`src/rtl/alu_exec_unit_pkg.sv`:
```
// Shared opcode, CCR bit index and FSM state definitions for alu_exec_unit.
package alu_pkg;

    typedef enum logic [3:0] {
        OP_NOP  = 4'd0,
        OP_ADD  = 4'd1,
        OP_SUB  = 4'd2,
        OP_AND  = 4'd3,
        OP_OR   = 4'd4,
        OP_NOT  = 4'd5,
        OP_INC  = 4'd6,
        OP_DEC  = 4'd7,
        OP_MOV  = 4'd8,
        OP_LDM  = 4'd9,
        OP_SHL  = 4'd10,
        OP_SHR  = 4'd11,
        OP_SETC = 4'd12,
        OP_CLRC = 4'd13,
        OP_MUL  = 4'd14,
        OP_RSVD = 4'd15
    } alu_op_e;

    localparam int CCR_Z = 0;
    localparam int CCR_N = 1;
    localparam int CCR_C = 2;

    typedef enum logic {
        IDLE,
        MUL_BUSY
    } state_e;

endpackage

```
`src/rtl/alu_exec_unit_if.sv`:
```
// Issue/result bundle between the ID/EX stage (master) and alu_exec_unit (slave).
interface alu_exec_unit_if
    import alu_pkg::*;
#(
    parameter int WIDTH = 16
);
    logic             in_valid;
    logic             in_ready;
    alu_op_e          op;
    logic [WIDTH-1:0] src;
    logic [WIDTH-1:0] dst;
    logic [WIDTH-1:0] imm;
    logic             flush;
    logic             ccr_load;
    logic [2:0]       ccr_in;
    logic             out_valid;
    logic [WIDTH-1:0] result;
    logic [2:0]       ccr;
    logic             busy;

    modport master (
        output in_valid, op, src, dst, imm, flush, ccr_load, ccr_in,
        input  in_ready, out_valid, result, ccr, busy
    );

    modport slave (
        input  in_valid, op, src, dst, imm, flush, ccr_load, ccr_in,
        output in_ready, out_valid, result, ccr, busy
    );

endinterface

```
`src/rtl/alu_exec_unit_mul_iter.sv`:
```
// Iterative unsigned shift-add multiplier: one partial product per cycle, done on the last one.
module alu_mul_iter #(
    parameter int WIDTH = 16
) (
    input  logic               clk,
    input  logic               rst,
    input  logic               start,
    input  logic               abort,
    input  logic [WIDTH-1:0]   a,
    input  logic [WIDTH-1:0]   b,
    output logic               done,
    output logic [2*WIDTH-1:0] product
);
    localparam int SHW = $clog2(WIDTH);

    logic               active;
    logic [SHW-1:0]     cnt;
    logic [2*WIDTH-1:0] acc;
    logic [2*WIDTH-1:0] mcand;
    logic [2*WIDTH-1:0] acc_next;
    logic [WIDTH-1:0]   mplier;

    // product presents the accumulator including this cycle's partial product,
    // so the final value is usable on the same edge that done is high
    assign acc_next = acc + (mplier[0] ? mcand : '0);
    assign done     = active && (cnt == SHW'(WIDTH - 1));
    assign product  = acc_next;

    always_ff @(posedge clk) begin
        if (rst || abort) begin
            active <= 1'b0;
            cnt    <= '0;
            acc    <= '0;
            mcand  <= '0;
            mplier <= '0;
        end else if (start) begin
            active <= 1'b1;
            cnt    <= '0;
            acc    <= '0;
            mcand  <= {{WIDTH{1'b0}}, a};
            mplier <= b;
        end else if (active) begin
            acc    <= acc_next;
            mcand  <= mcand << 1;
            mplier <= mplier >> 1;
            cnt    <= cnt + SHW'(1);
            if (done) begin
                active <= 1'b0;
            end
        end
    end

endmodule

```
`src/rtl/alu_exec_unit.sv`:
```
// Execute-stage ALU with registered result/CCR and valid/ready issue handshake.
// Define ALU_MUL_EN to enable the multi-cycle MUL opcode; otherwise op 14 behaves as NOP.
module alu_exec_unit
    import alu_pkg::*;
#(
    parameter int WIDTH = 16
) (
    input  logic           clk,
    input  logic           rst,
    alu_exec_unit_if.slave bus
);
    localparam int SHW = $clog2(WIDTH);

    state_e           state;
    logic [WIDTH-1:0] result_q;
    logic [2:0]       ccr_q;
    logic             out_valid_q;
    logic             accept;
    logic [SHW-1:0]   amt;
    logic [WIDTH-1:0] res_c;
    logic [2:0]       ccr_c;
    logic [WIDTH:0]   wide;
    logic             set_zn;
    logic             is_mul;
    logic             mul_done;
    logic [WIDTH-1:0] mul_res;
    logic [2:0]       mul_ccr;

    assign amt           = bus.imm[SHW-1:0];
    assign bus.in_ready  = (state == IDLE) && !rst;
    assign accept        = bus.in_valid && bus.in_ready && !bus.flush;
    assign bus.result    = result_q;
    assign bus.ccr       = ccr_q;
    assign bus.out_valid = out_valid_q;

`ifdef ALU_MUL_EN
    logic [2*WIDTH-1:0] mul_product;

    assign is_mul = (bus.op == OP_MUL);

    alu_mul_iter #(.WIDTH(WIDTH)) u_mul (
        .clk     (clk),
        .rst     (rst),
        .start   (accept && is_mul),
        .abort   (bus.flush),
        .a       (bus.dst),
        .b       (bus.src),
        .done    (mul_done),
        .product (mul_product)
    );

    assign mul_res        = mul_product[WIDTH-1:0];
    assign mul_ccr[CCR_Z] = (mul_product[WIDTH-1:0] == '0);
    assign mul_ccr[CCR_N] = mul_product[WIDTH-1];
    assign mul_ccr[CCR_C] = |mul_product[2*WIDTH-1:WIDTH];
    assign bus.busy       = (state == MUL_BUSY);
`else
    assign is_mul   = 1'b0;
    assign mul_done = 1'b0;
    assign mul_res  = '0;
    assign mul_ccr  = '0;
    assign bus.busy = 1'b0;
`endif

    // Carry/borrow come from a WIDTH+1 bit result; shifts keep C when amt is zero
    always_comb begin
        res_c  = bus.dst;
        ccr_c  = ccr_q;
        wide   = '0;
        set_zn = 1'b0;
        case (bus.op)
            OP_ADD: begin
                wide          = {1'b0, bus.dst} + {1'b0, bus.src};
                res_c         = wide[WIDTH-1:0];
                ccr_c[CCR_C]  = wide[WIDTH];
                set_zn        = 1'b1;
            end
            OP_SUB: begin
                wide          = {1'b0, bus.dst} - {1'b0, bus.src};
                res_c         = wide[WIDTH-1:0];
                ccr_c[CCR_C]  = wide[WIDTH];
                set_zn        = 1'b1;
            end
            OP_AND: begin
                res_c  = bus.dst & bus.src;
                set_zn = 1'b1;
            end
            OP_OR: begin
                res_c  = bus.dst | bus.src;
                set_zn = 1'b1;
            end
            OP_NOT: begin
                res_c  = ~bus.dst;
                set_zn = 1'b1;
            end
            OP_INC: begin
                wide          = {1'b0, bus.dst} + (WIDTH+1)'(1);
                res_c         = wide[WIDTH-1:0];
                ccr_c[CCR_C]  = wide[WIDTH];
                set_zn        = 1'b1;
            end
            OP_DEC: begin
                wide          = {1'b0, bus.dst} - (WIDTH+1)'(1);
                res_c         = wide[WIDTH-1:0];
                ccr_c[CCR_C]  = wide[WIDTH];
                set_zn        = 1'b1;
            end
            OP_MOV: res_c = bus.src;
            OP_LDM: res_c = bus.imm;
            OP_SHL: begin
                wide   = {1'b0, bus.dst} << amt;
                res_c  = wide[WIDTH-1:0];
                if (amt != '0) begin
                    ccr_c[CCR_C] = wide[WIDTH];
                end
                set_zn = 1'b1;
            end
            OP_SHR: begin
                wide   = {bus.dst, 1'b0} >> amt;
                res_c  = wide[WIDTH:1];
                if (amt != '0) begin
                    ccr_c[CCR_C] = wide[0];
                end
                set_zn = 1'b1;
            end
            OP_SETC: ccr_c[CCR_C] = 1'b1;
            OP_CLRC: ccr_c[CCR_C] = 1'b0;
            default: ;
        endcase
        if (set_zn) begin
            ccr_c[CCR_Z] = (res_c == '0);
            ccr_c[CCR_N] = res_c[WIDTH-1];
        end
    end

    // ccr_load is applied last so it overrides any flag update on the same edge
    always_ff @(posedge clk) begin
        if (rst) begin
            state       <= IDLE;
            result_q    <= '0;
            ccr_q       <= 3'b000;
            out_valid_q <= 1'b0;
        end else begin
            out_valid_q <= 1'b0;
            case (state)
                IDLE: begin
                    if (accept && is_mul) begin
                        state <= MUL_BUSY;
                    end else if (accept) begin
                        result_q    <= res_c;
                        ccr_q       <= ccr_c;
                        out_valid_q <= 1'b1;
                    end
                end
                MUL_BUSY: begin
                    if (bus.flush) begin
                        state <= IDLE;
                    end else if (mul_done) begin
                        state       <= IDLE;
                        result_q    <= mul_res;
                        ccr_q       <= mul_ccr;
                        out_valid_q <= 1'b1;
                    end
                end
                default: state <= IDLE;
            endcase
            if (bus.ccr_load) begin
                ccr_q <= bus.ccr_in;
            end
        end
    end

endmodule

```
`src/flat_wrapper.sv`:
```
// flat-port wrapper written by rule: the top's interface ports become plain ports
module alu_exec_unit_flat import alu_pkg::*;
#(
    parameter int WIDTH = 16
)
  (clk, rst, bus_in_valid, bus_op, bus_src, bus_dst, bus_imm, bus_flush, bus_ccr_load, bus_ccr_in, bus_in_ready, bus_out_valid, bus_result, bus_ccr, bus_busy);
  alu_exec_unit_if #(.WIDTH(WIDTH)) bus_i ();
  input  logic clk;
  input  logic rst;
  input wire logic [$bits(bus_i.in_valid)-1:0] bus_in_valid;
  input wire logic [$bits(bus_i.op)-1:0] bus_op;
  input wire logic [$bits(bus_i.src)-1:0] bus_src;
  input wire logic [$bits(bus_i.dst)-1:0] bus_dst;
  input wire logic [$bits(bus_i.imm)-1:0] bus_imm;
  input wire logic [$bits(bus_i.flush)-1:0] bus_flush;
  input wire logic [$bits(bus_i.ccr_load)-1:0] bus_ccr_load;
  input wire logic [$bits(bus_i.ccr_in)-1:0] bus_ccr_in;
  output wire logic [$bits(bus_i.in_ready)-1:0] bus_in_ready;
  output wire logic [$bits(bus_i.out_valid)-1:0] bus_out_valid;
  output wire logic [$bits(bus_i.result)-1:0] bus_result;
  output wire logic [$bits(bus_i.ccr)-1:0] bus_ccr;
  output wire logic [$bits(bus_i.busy)-1:0] bus_busy;
  assign bus_i.in_valid = bus_in_valid;
  assign bus_i.op = bus_op;
  assign bus_i.src = bus_src;
  assign bus_i.dst = bus_dst;
  assign bus_i.imm = bus_imm;
  assign bus_i.flush = bus_flush;
  assign bus_i.ccr_load = bus_ccr_load;
  assign bus_i.ccr_in = bus_ccr_in;
  assign bus_in_ready = bus_i.in_ready;
  assign bus_out_valid = bus_i.out_valid;
  assign bus_result = bus_i.result;
  assign bus_ccr = bus_i.ccr;
  assign bus_busy = bus_i.busy;
  alu_exec_unit #(.WIDTH(WIDTH)) u_core (.clk(clk), .rst(rst), .bus(bus_i));
endmodule
```
`config.mk`:
```
export PLATFORM = sky130hd
export DESIGN_NAME = alu_exec_unit_flat
export DESIGN_NICKNAME = d
export VERILOG_FILES = /design/src/rtl/alu_exec_unit_pkg.sv /design/src/rtl/alu_exec_unit_if.sv /design/src/rtl/alu_exec_unit_mul_iter.sv /design/src/rtl/alu_exec_unit.sv /design/src/flat_wrapper.sv
export SDC_FILE = /design/constraint.sdc
export NUM_CORES = 1
export LEC_CHECK = 0
export ABC_AREA = 0
export ABC_CLOCK_PERIOD_IN_PS = 3600
export CAP_MARGIN = 20
export CORE_MARGIN = 2
export CORE_UTILIZATION = 53
export DETAILED_ROUTE_END_ITERATION = 12
export GPL_TIMING_DRIVEN = 0
export HOLD_SLACK_MARGIN = 0.06
export PLACE_DENSITY = 0.8
export RECOVER_POWER = 50
export SETUP_SLACK_MARGIN = 0.2
export SYNTH_ARGS = -nofsm -noshare
export SYNTH_HDL_FRONTEND = slang
export SYNTH_SLANG_ARGS = --single-unit
```
`constraint.sdc`:
```
create_clock -name clk -period 3.6 [get_ports clk]
set_input_delay 0.54 -clock clk [delete_from_list [all_inputs] [get_ports clk]]
set_output_delay 0.54 -clock clk [all_outputs]
set_load 0.05 [all_outputs]
```
# Yosys cells after proc, flatten, opt, wreduce, memory -nomap -nowiden
# Cells that the tools add are included.
[word_totals] input_bits=60 elab_cells=61 register_bits=21 out_inout_bits=22
[op_classes] n_reduce_logical=11 mux=15 add_sub_neg=4 shifts=2 n_eq_ne=20 n_bitwise=4
[op_table] operator="16-bit case mux with 11 select lines" count=1
[op_table] operator="16-bit 2-to-1 mux" count=2
[op_table] operator="4-bit == test, second input constant" count=6
[op_table] operator="16-bit by 1-bit adder with 17-bit output, second input constant" count=1
[op_table] operator="16-bit by 16-bit adder with 17-bit output" count=1
[op_table] operator="16-bit by 4-bit left shift with 17-bit output" count=1
[op_table] operator="17-bit by 4-bit right shift with 17-bit output" count=1
[op_table] operator="16-bit by 1-bit subtractor with 17-bit output, second input constant" count=1
[op_table] operator="16-bit by 16-bit subtractor with 17-bit output" count=1
[op_table] operator="16-bit AND" count=1
[op_table] operator="4-bit by 3-bit == test with 1-bit output, second input constant" count=4
[op_table] operator="16-bit zero test" count=1
[op_table] operator="16-bit NOT" count=1
[op_table] operator="16-bit bitwise OR" count=1
[op_table] operator="10-bit != test, second input constant" count=1
[op_table] operator="3-bit 2-to-1 mux" count=3
[op_table] operator="9-bit OR reduction" count=1
[op_table] operator="4-bit by 2-bit == test with 1-bit output, second input constant" count=2
[op_table] operator="4-bit != test, second input constant" count=2
[op_table] operator="1-bit case mux with 8 select lines" count=1
[op_table] operator="3-bit by 2-bit != test with 1-bit output, second input constant" count=2
[op_table] operator="1-bit 2-to-1 mux" count=5
[op_table] operator="5-bit AND reduction" count=1
[op_table] operator="4-bit by 1-bit == test with 1-bit output, second input constant" count=1
[op_table] operator="10 further kinds" count=14

# Longest topological paths before layout
# Gate-level depths: netlist of the first run.
[logic_depth] word_depth=7 mapped_depth=14 mapped_depth_nobuf=13

# Least setup slack after synthesis of the first run
# Ideal clock, no wire load.
[synth_timing] path_type="input to register" start="input port bus_dst[10]" end="register u_core.ccr_q[0], in the netlist u_core.bus.ccr[0]" setup_slack_ns=0.227 t_arrival_ns=3.305 path_stages=13 n_path_buf=2 cell_sequence="clkbuf_1 > clkbuf_1 > inv_1 > ha_1 > inv_1 > nand3_1 > a2111oi_1 > nor4_1 > nor4b_1 > o211ai_1 > a22oi_1 > nand4_1 > o21ai_1"
[synth_between] elab_chain_cells=7 elab_cells_between_ends=15 classes_between="add/sub (4); shift (2); mux (5); bitwise (3); reduce/logical (1)"
[synth_rtl] element="from (decl)" line="flat_wrapper.sv:13" source="input wire logic [$bits(bus_i.dst)-1:0] bus_dst;"
[synth_rtl] element="16-bit by 1-bit subtractor with 17-bit output (tied with other cells)" line="alu_exec_unit.sv:103" source="wide = {1'b0, bus.dst} - (WIDTH+1)'(1);"
[synth_rtl] element="16-bit case mux with 11 select lines *" line="alu_exec_unit.sv:71" source="case (bus.op)"
[synth_rtl] element="16-bit zero test *" line="alu_exec_unit.sv:131" source="ccr_c[CCR_Z] = (res_c == '0);"
[synth_rtl] element="2-bit 2-to-1 mux *" line="alu_exec_unit.sv:130" source="if (set_zn) begin"
[synth_rtl] element="3-bit 2-to-1 mux *" line="alu_exec_unit.sv:149" source="end else if (accept) begin"
[synth_rtl] element="3-bit 2-to-1 mux *" line="alu_exec_unit.sv:145" source="case (state)"
[synth_rtl] element="3-bit 2-to-1 mux *" line="alu_exec_unit.sv:167" source="if (bus.ccr_load) begin"
[synth_rtl] element="to (signal assigned)" line="alu_exec_unit.sv:151" source="ccr_q <= ccr_c;"
[synth_rtl] element="to (signal assigned)" line="alu_exec_unit.sv:161" source="ccr_q <= mul_ccr;"
[synth_rtl] element="to (signal assigned)" line="alu_exec_unit.sv:168" source="ccr_q <= bus.ccr_in;"
[synth_rtl] element="to (decl)" line="alu_exec_unit.sv:16" source="logic [2:0] ccr_q;"
# Every way passes the cells marked *; elsewhere a longest branch is shown, timed or not. The select of a mux whose other input is x is not followed.
# A chain may end at the register's enable or synchronous reset.

# Worst setup path in the final report of the first run
[layout_timing] start="input port bus_op[0]" end="register u_core.ccr_q[0], in the netlist u_core.bus.ccr[0]"
[layout_between] elab_chain_cells=7 elab_cells_between_ends=21 classes_between="eq/ne (12); mux (6); reduce/logical (3)"
[layout_rtl] element="from (decl)" line="flat_wrapper.sv:11" source="input wire logic [$bits(bus_i.op)-1:0] bus_op;"
[layout_rtl] element="4-bit == test (tied with other cells)" line="alu_exec_unit.sv:71"
[layout_rtl] element="16-bit case mux with 11 select lines" line="alu_exec_unit.sv:71"
[layout_rtl] element="16-bit zero test" line="alu_exec_unit.sv:131"
[layout_rtl] element="2-bit 2-to-1 mux" line="alu_exec_unit.sv:130"
[layout_rtl] element="3-bit 2-to-1 mux" line="alu_exec_unit.sv:149"
[layout_rtl] element="3-bit 2-to-1 mux" line="alu_exec_unit.sv:145"
[layout_rtl] element="3-bit 2-to-1 mux" line="alu_exec_unit.sv:167"
# Several ways; a longest one is shown, not always the timed one. The select of a mux whose other input is x is not followed.

==> impl_metrics.json, run 1 <==
{
  "max-vdd-ir-drop_uv": 156.4,
  "p_leak_nw": 3.375,
  "cp.arrival_ns": 3.71,
  "io_buffers": 79,
  "syn_area_sq_mm": 0.006459,
  "timing.final.crit_share_pct": 97.71,
  "cts_tree": "built",
  "vias_per_cell": 7.656,
  "syn_avg_cell_area_sq_um": 7.066,
  "post_drt_wl_per_cell_um": 28.82,
  "synth_fa_ha_area_share_pct": 11.47,
  "startpoint_type": "input port",
  "cts.clk_slew.worst_paths_ns": 0.06,
  "slew_violations": 0,
  "overflow": 0,
  "drc": 0,
  "drt-pass1-iter-count": 7,
  "worst_pin_slew_ns": 0.9963,
  "p_per_area_mw_per_mm2": 208.3,
  "endpoint_kind": "flip-flop",
  "clock_sinks": 21,
  "pin_count": 82,
  "synth_flop_cell": "dfxtp_1",
  "drt_iter0_markers": 1651,
  "synth_edf_count": 0,
  "fin_util_pct": 70.96,
  "crit_fanout": 10,
  "dpl_worst_slack_ns": -1.841,
  "htreeDepth": 1,
  "cts_buffers": 3,
  "detail-route-antenna-nets": 0,
  "synth_top_family_by_area": "compound AO/OA/AOI/OAI gates",
  "crit_type": "input port to flip-flop",
  "yosysWarnings": 0,
  "min_period_ns": 3.518,
  "mostFrequentLayoutCells": "nand2_1, nor2_1, a21oi_1",
  "multi_input_area_sq_mm": 0.006023,
  "clock-root-buffer": "clkbuf_16",
  "placed_area_sq_mm": 0.007433,
  "ys_seq_area_share_pct": 6.509,
  "grt_pass1_wl_um": 49070,
  "synthCells": 914,
  "die_h_um": 114.4,
  "reg2reg_depth": 8,
  "core_sq_mm": 0.01196,
  "grt_usage_pct": 49.49,
  "clock_path_buffers": 2,
  "rsz0062_at_grt": "true",
  "fillers": 989,
  "vias": 8935,
  "clk_latency_ns": 0.26,
  "muxShareOfSynthArea_pct": 14.10,
  "holdBufCountCts": 0,
  "hpwl_um": 24880,
  "hold_violations": 0,
  "die_w_um": 114.4,
  "final_common_cell": "nand2_1",
  "insertedDiodeCount": 0,
  "max-cap-violations": 0,
  "gp_congestion": 1.109,
  "fmax_mhz": 284.3,
  "die_area_sq_mm": 0.01309,
  "synth_compound_area_share_pct": 30.82,
  "nets": 1139,
  "outcome": "complete, no violations",
  "drive_above_1_share_pct": 23.33,
  "synthArstFlopShare_pct": 0,
  "synth_simple_gate_area_share_pct": 26.33,
  "grt_max_degree": 13,
  "synth_xor_xnor_area_share_pct": 1.898,
  "holdCritPathClass": "flip-flop to flip-flop",
  "synth_fp_nets": 1032,
  "holdWs_ns": 0.4646,
  "ff_latch_area_sq_um": 420.4,
  "setup_ws_ns": 0.08231,
  "yosys_register_bits": 21,
  "wl_um": 33630,
  "grt_pass1_vias": 8177,
  "hold_depth": 2,
  "start_util_pct": 54.00,
  "synth_cell_types": 85,
  "syn_to_final_growth_pct": 31.42,
  "final_area_sq_mm": 0.008488,
  "antenna_found_initial": 2,
  "setup_violations": 0,
  "max-slew-margin-rel_pct": 33.34,
  "finalClockSkew_ns": 0.0006407,
  "rows": 40,
  "crit_required_ns": 3.80
}
[worst max-delay path, stage by stage]
cell and delay [ns]:
clkdlybuf4s50_1 0.50, clkbuf_4 0.23, nor2b_1 0.08, clkbuf_2 0.26, and2_1 0.28, clkbuf_2 0.26
nand2_1 0.13, mux2i_1 0.15, nor4_2 0.39, o21ai_2 0.19, nor4_4 0.35, nand4_1 0.18
o21ai_1 0.15
[synthesized netlist by cell type (24+ instances only)]
cell type	count	area, sq um
nand2_1	65	244.0
nor2_1	65	244.0
clkbuf_1	62	232.7
a21oi_1	57	285.3
ha_1	56	700.7
inv_1	52	195.2
o21ai_0	47	235.2
mux2i_1	46	460.4
nor3_1	25	125.1
o22ai_1	25	156.4
nand3_1	24	120.1
[repair_timing]
item	4_1_cts	5_1_grt
setup endpoints to repair	19	8
buffers inserted	12	11
gates resized for setup	196	114
pin swaps	22	34
[per-layer routing]
metal	up-vias	share of wire, %	track usage [%]
li1	3675	-	-
met3	239	16	16.09
met2	894	41	73.14
met4	4	7.6	23.50
met5	-	0.077	0
met1	4123	36	65.00
[report_power, final]
part           switching [mW]  leakage, nW  internal [mW]  total (mW)
Clock                  0.0964       0.0409          0.150       0.246
Sequential            0.00648        0.172          0.247       0.253
Combinational           0.788         3.16          0.481        1.27
[worst paths after layout]
path	start	endpoint	slack, ns
setup reg to reg	u_core.state	u_core.bus.ccr[0]	1.13
hold reg to reg	u_core.bus.result[6]	u_core.bus.result[6]	0.46
setup / recovery	bus_op[0]	u_core.bus.ccr[0]	0.08
hold / removal	u_core.bus.result[6]	u_core.bus.result[6]	0.46
[kinds of logic (layout without fill, tap and decap cells)]
family	count (synthesis)	count (layout)
adders and majority gates	58	58
xor gates and xnor gates	14	14
and+or+nand+nor	318	318
DFF	21	21
buffers and inverters	142	248
other	1	1
muxes	68	68
AOI/OAI and AO/OA	292	292
[stage by stage]
step                      std cells  total power [mW]  TNS [ns]
after floorplan                 914            0.9156         0
after global placement         1140             1.282    -17.06
after detailed placement       1140             1.286    -17.16
after CTS                      1156             1.618         0
after global routing           1167             1.815         0
final                          1167             1.768         0
[cell type report]
class	instances	area share (%)
plain buffers	85	7.208
clock buffers	3	0.8844
clock inverters	1	0.05896
inverters	57	2.698
multi-input cells	751	70.96
flip-flops and latches	21	4.953
well taps	147	2.167
repair buffers	102	11.07
[registers in the layout, summed over array words and instances (netlist names)]
signal and count:
u_core.bus.ccr 3, u_core.state 1, u_core.bus.out_valid 1, u_core.bus.result 16
No activity file was read; power rests on OpenSTA's default activity.
==> inputs of run 2 (changes only) <==
--- a/config.mk
+++ b/config.mk
@@ -7,7 +7,7 @@
 export LEC_CHECK = 0
 export ABC_AREA = 0
 export ABC_CLOCK_PERIOD_IN_PS = 3600
-export CAP_MARGIN = 20
+export CAP_MARGIN = 40
 export CORE_MARGIN = 2
 export CORE_UTILIZATION = 53
 export DETAILED_ROUTE_END_ITERATION = 12
@@ -16,6 +16,7 @@
 export PLACE_DENSITY = 0.8
 export RECOVER_POWER = 50
 export SETUP_SLACK_MARGIN = 0.2
+export SLEW_MARGIN = 20
 export SYNTH_ARGS = -nofsm -noshare
 export SYNTH_HDL_FRONTEND = slang
 export SYNTH_SLANG_ARGS = --single-unit
==> run 2 against run 1 <==
  * The flow now finishes with violations (setup timing)
  * Global-route usage is 0.12 points lower
  * Total power is 0.66% lower
  * Combinational power hardly changed
  * Register-to-register slack worse by 0.22 ns
  * Critical path type unchanged
  * Non-clock buffer count is 6 higher
  * Routed wire length is 0.69% higher
  * Critical path depth is 2 lower
  * Clock power is 2% lower
  * Count of clock-buffer cells in the layout is 1 higher
  * Final cell count is 0.51% higher
  * Clock skew is 0.0071 ns higher
==> impl_metrics.json, run 2 (same netlist as run 1, synthesis figures left out) <==
{
  "outcome": "finished with violations",
  "violations": "setup timing",
  "hold_violations": 0,
  "syn_to_final_growth_pct": 30.82,
  "crit_required_ns": 3.75,
  "mostFrequentLayoutCells": "nand2_1, nor2_1, a21oi_1",
  "rsz0062_at_grt": "true",
  "die_h_um": 114.4,
  "p_per_area_mw_per_mm2": 207.9,
  "instances_no_fill": 1173,
  "startpoint_type": "input port",
  "cts_tree": "built",
  "fin_util_pct": 70.64,
  "grt_pass1_wl_um": 49130,
  "antenna_found_initial": 2,
  "drc": 0,
  "grt_pass1_vias": 8240,
  "drt-pass1-iter-count": 9,
  "holdBufCountCts": 0,
  "insertedDiodeCount": 0,
  "start_util_pct": 54.00,
  "post_drt_wl_per_cell_um": 28.87,
  "clock-root-buffer": "clkbuf_16",
  "cts.clk_slew.worst_paths_ns": 0.06,
  "clk_latency_ns": 0.26,
  "overflow": 0,
  "clock_sinks": 21,
  "vias_per_cell": 7.624,
  "crit_fanout": 10,
  "timing.final.crit_share_pct": 101.2,
  "die_w_um": 114.4,
  "crit_chain": "clkdlybuf4s50_1, clkbuf_4, buf_4, buf_6, nand3b_1, o41ai_1, o22ai_1, and3_2, nor4b_2, nand4_1, o21ai_1",
  "crit_slowest_cell": "o41ai_1",
  "clock_path_buffers": 2,
  "nets": 1145,
  "dpl.cell_count": 1141,
  "critPathMaxStageDelay_ns": 0.67,
  "grt_usage_pct": 49.38,
  "io_buffers": 79,
  "detail-route-antenna-nets": 0,
  "rows": 40,
  "fmax_mhz": 274.4,
  "dpl_worst_slack_ns": -1.479,
  "max-slew-margin-rel_pct": 40.52,
  "holdWs_ns": 0.4604,
  "final_common_cell": "nand2_1",
  "core_sq_mm": 0.01196,
  "slew_violations": 0,
  "max-vdd-ir-drop_uv": 154.9,
  "min_period_ns": 3.645,
  "largest_register_ffs": 16,
  "htreeDepth": 1,
  "pin_count": 82,
  "crit_type": "input port to flip-flop",
  "p_leak_nw": 3.391,
  "hpwl_um": 24890,
  "die_area_sq_mm": 0.01309,
  "grt_max_degree": 12,
  "drive_above_1_share_pct": 22.32,
  "critical_path_buf_inv_count": 4,
  "setup_violations": 1,
  "max-cap-violations": 0,
  "holdCritPathClass": "flip-flop to flip-flop",
  "crit_family": "buffers and inverters",
  "cts_buffers": 3,
  "gp_congestion": 1.109,
  "finalClockSkew_ns": 0.007766,
  "vias": 8943,
  "worst_pin_slew_ns": 0.8697,
  "drt_iter0_markers": 1804,
  "wl_um": 33860,
  "cp.arrival_ns": 3.80,
  "endpoint_kind": "flip-flop",
  "setup_ws_ns": -0.04487
}
-- run 2: cell types whose count changed in the layout (fill, tap and decap cells not counted), sizes merged --
cell / before / now
clkinvlp: 4 / 3
clkdlybuf4s18: 1 / 0
clkbuf: 66 / 71
dlymetal6s2s: 3 / 1
buf: 57 / 62
clkdlybuf4s15: 3 / 2
clkdlybuf4s50: 37 / 38
-- run 2: final cells by class --
cell class                      instances  area, sq um
Inverter                               57        242.7
Clock buffer                            4        78.83
Sequential cell                        21        420.4
Fill cell                            1027         3512
Buffer                                 85        631.9
Tap cell                              147        183.9
Multi-Input combinational cell        751         5924
Timing Repair Buffer                  108        967.2
-- run 2: worst reg2reg max path: stages (launching register included) --
cell	delay, ns
dfxtp_1	0.34
or4b_2	0.66
clkbuf_1	0.26
a21oi_1	0.38
nor2b_1	0.21
nand4_1	0.16
nor4_4	0.26
nand4_1	0.19
o21ai_1	0.15
-- run 2: worst paths after layout --
kind                                            from                   end  slack (ns)  cells after the start
worst max-delay path                       bus_op[1]     u_core.bus.ccr[0]       -0.04                     11
worst max register to register          u_core.state     u_core.bus.ccr[0]        0.91                      8
worst min register to register  u_core.bus.result[6]  u_core.bus.result[6]        0.46                      2
worst min-delay path            u_core.bus.result[6]  u_core.bus.result[6]        0.46                      2
-- run 2: timing repair --
action / 4_1_cts / 5_1_grt
resized for setup: 193 / 118
buffers inserted: 12 / 15
gates cloned: 0 / 0
endpoints found under the setup margin: 19 / 9
pin swaps: 21 / 30
-- run 2: where the power goes --
group	internal, mW	switching (mW)	total, mW	leakage, nW
Clock	0.151	0.0889	0.240	0.0382
Combinational	0.479	0.783	1.26	3.18
Sequential	0.247	0.00693	0.254	0.172
Total	0.877	0.879	1.76	3.39
-- run 2: per-layer routing --
layer | global-route usage [%] | vias up | wire length [um]
li1 | - | 3700 | -
met1 | 63.28 | 4124 | 12190
met3 | 17.47 | 233 | 5305
met5 | 0 | - | 11
met2 | 73.45 | 884 | 13910
met4 | 24.23 | 2 | 2452
-- run 2: through the flow --
step                      cell area (sq um)  setup TNS [ns]  total power [mW]
final                                  8449        -0.04487             1.756
after floorplan                        6459               0            0.9156
after global placement                 7433          -17.06             1.282
after detailed placement               7438          -15.65             1.285
after global routing                   8449        -0.05436             1.800
after CTS                              8045               0             1.604
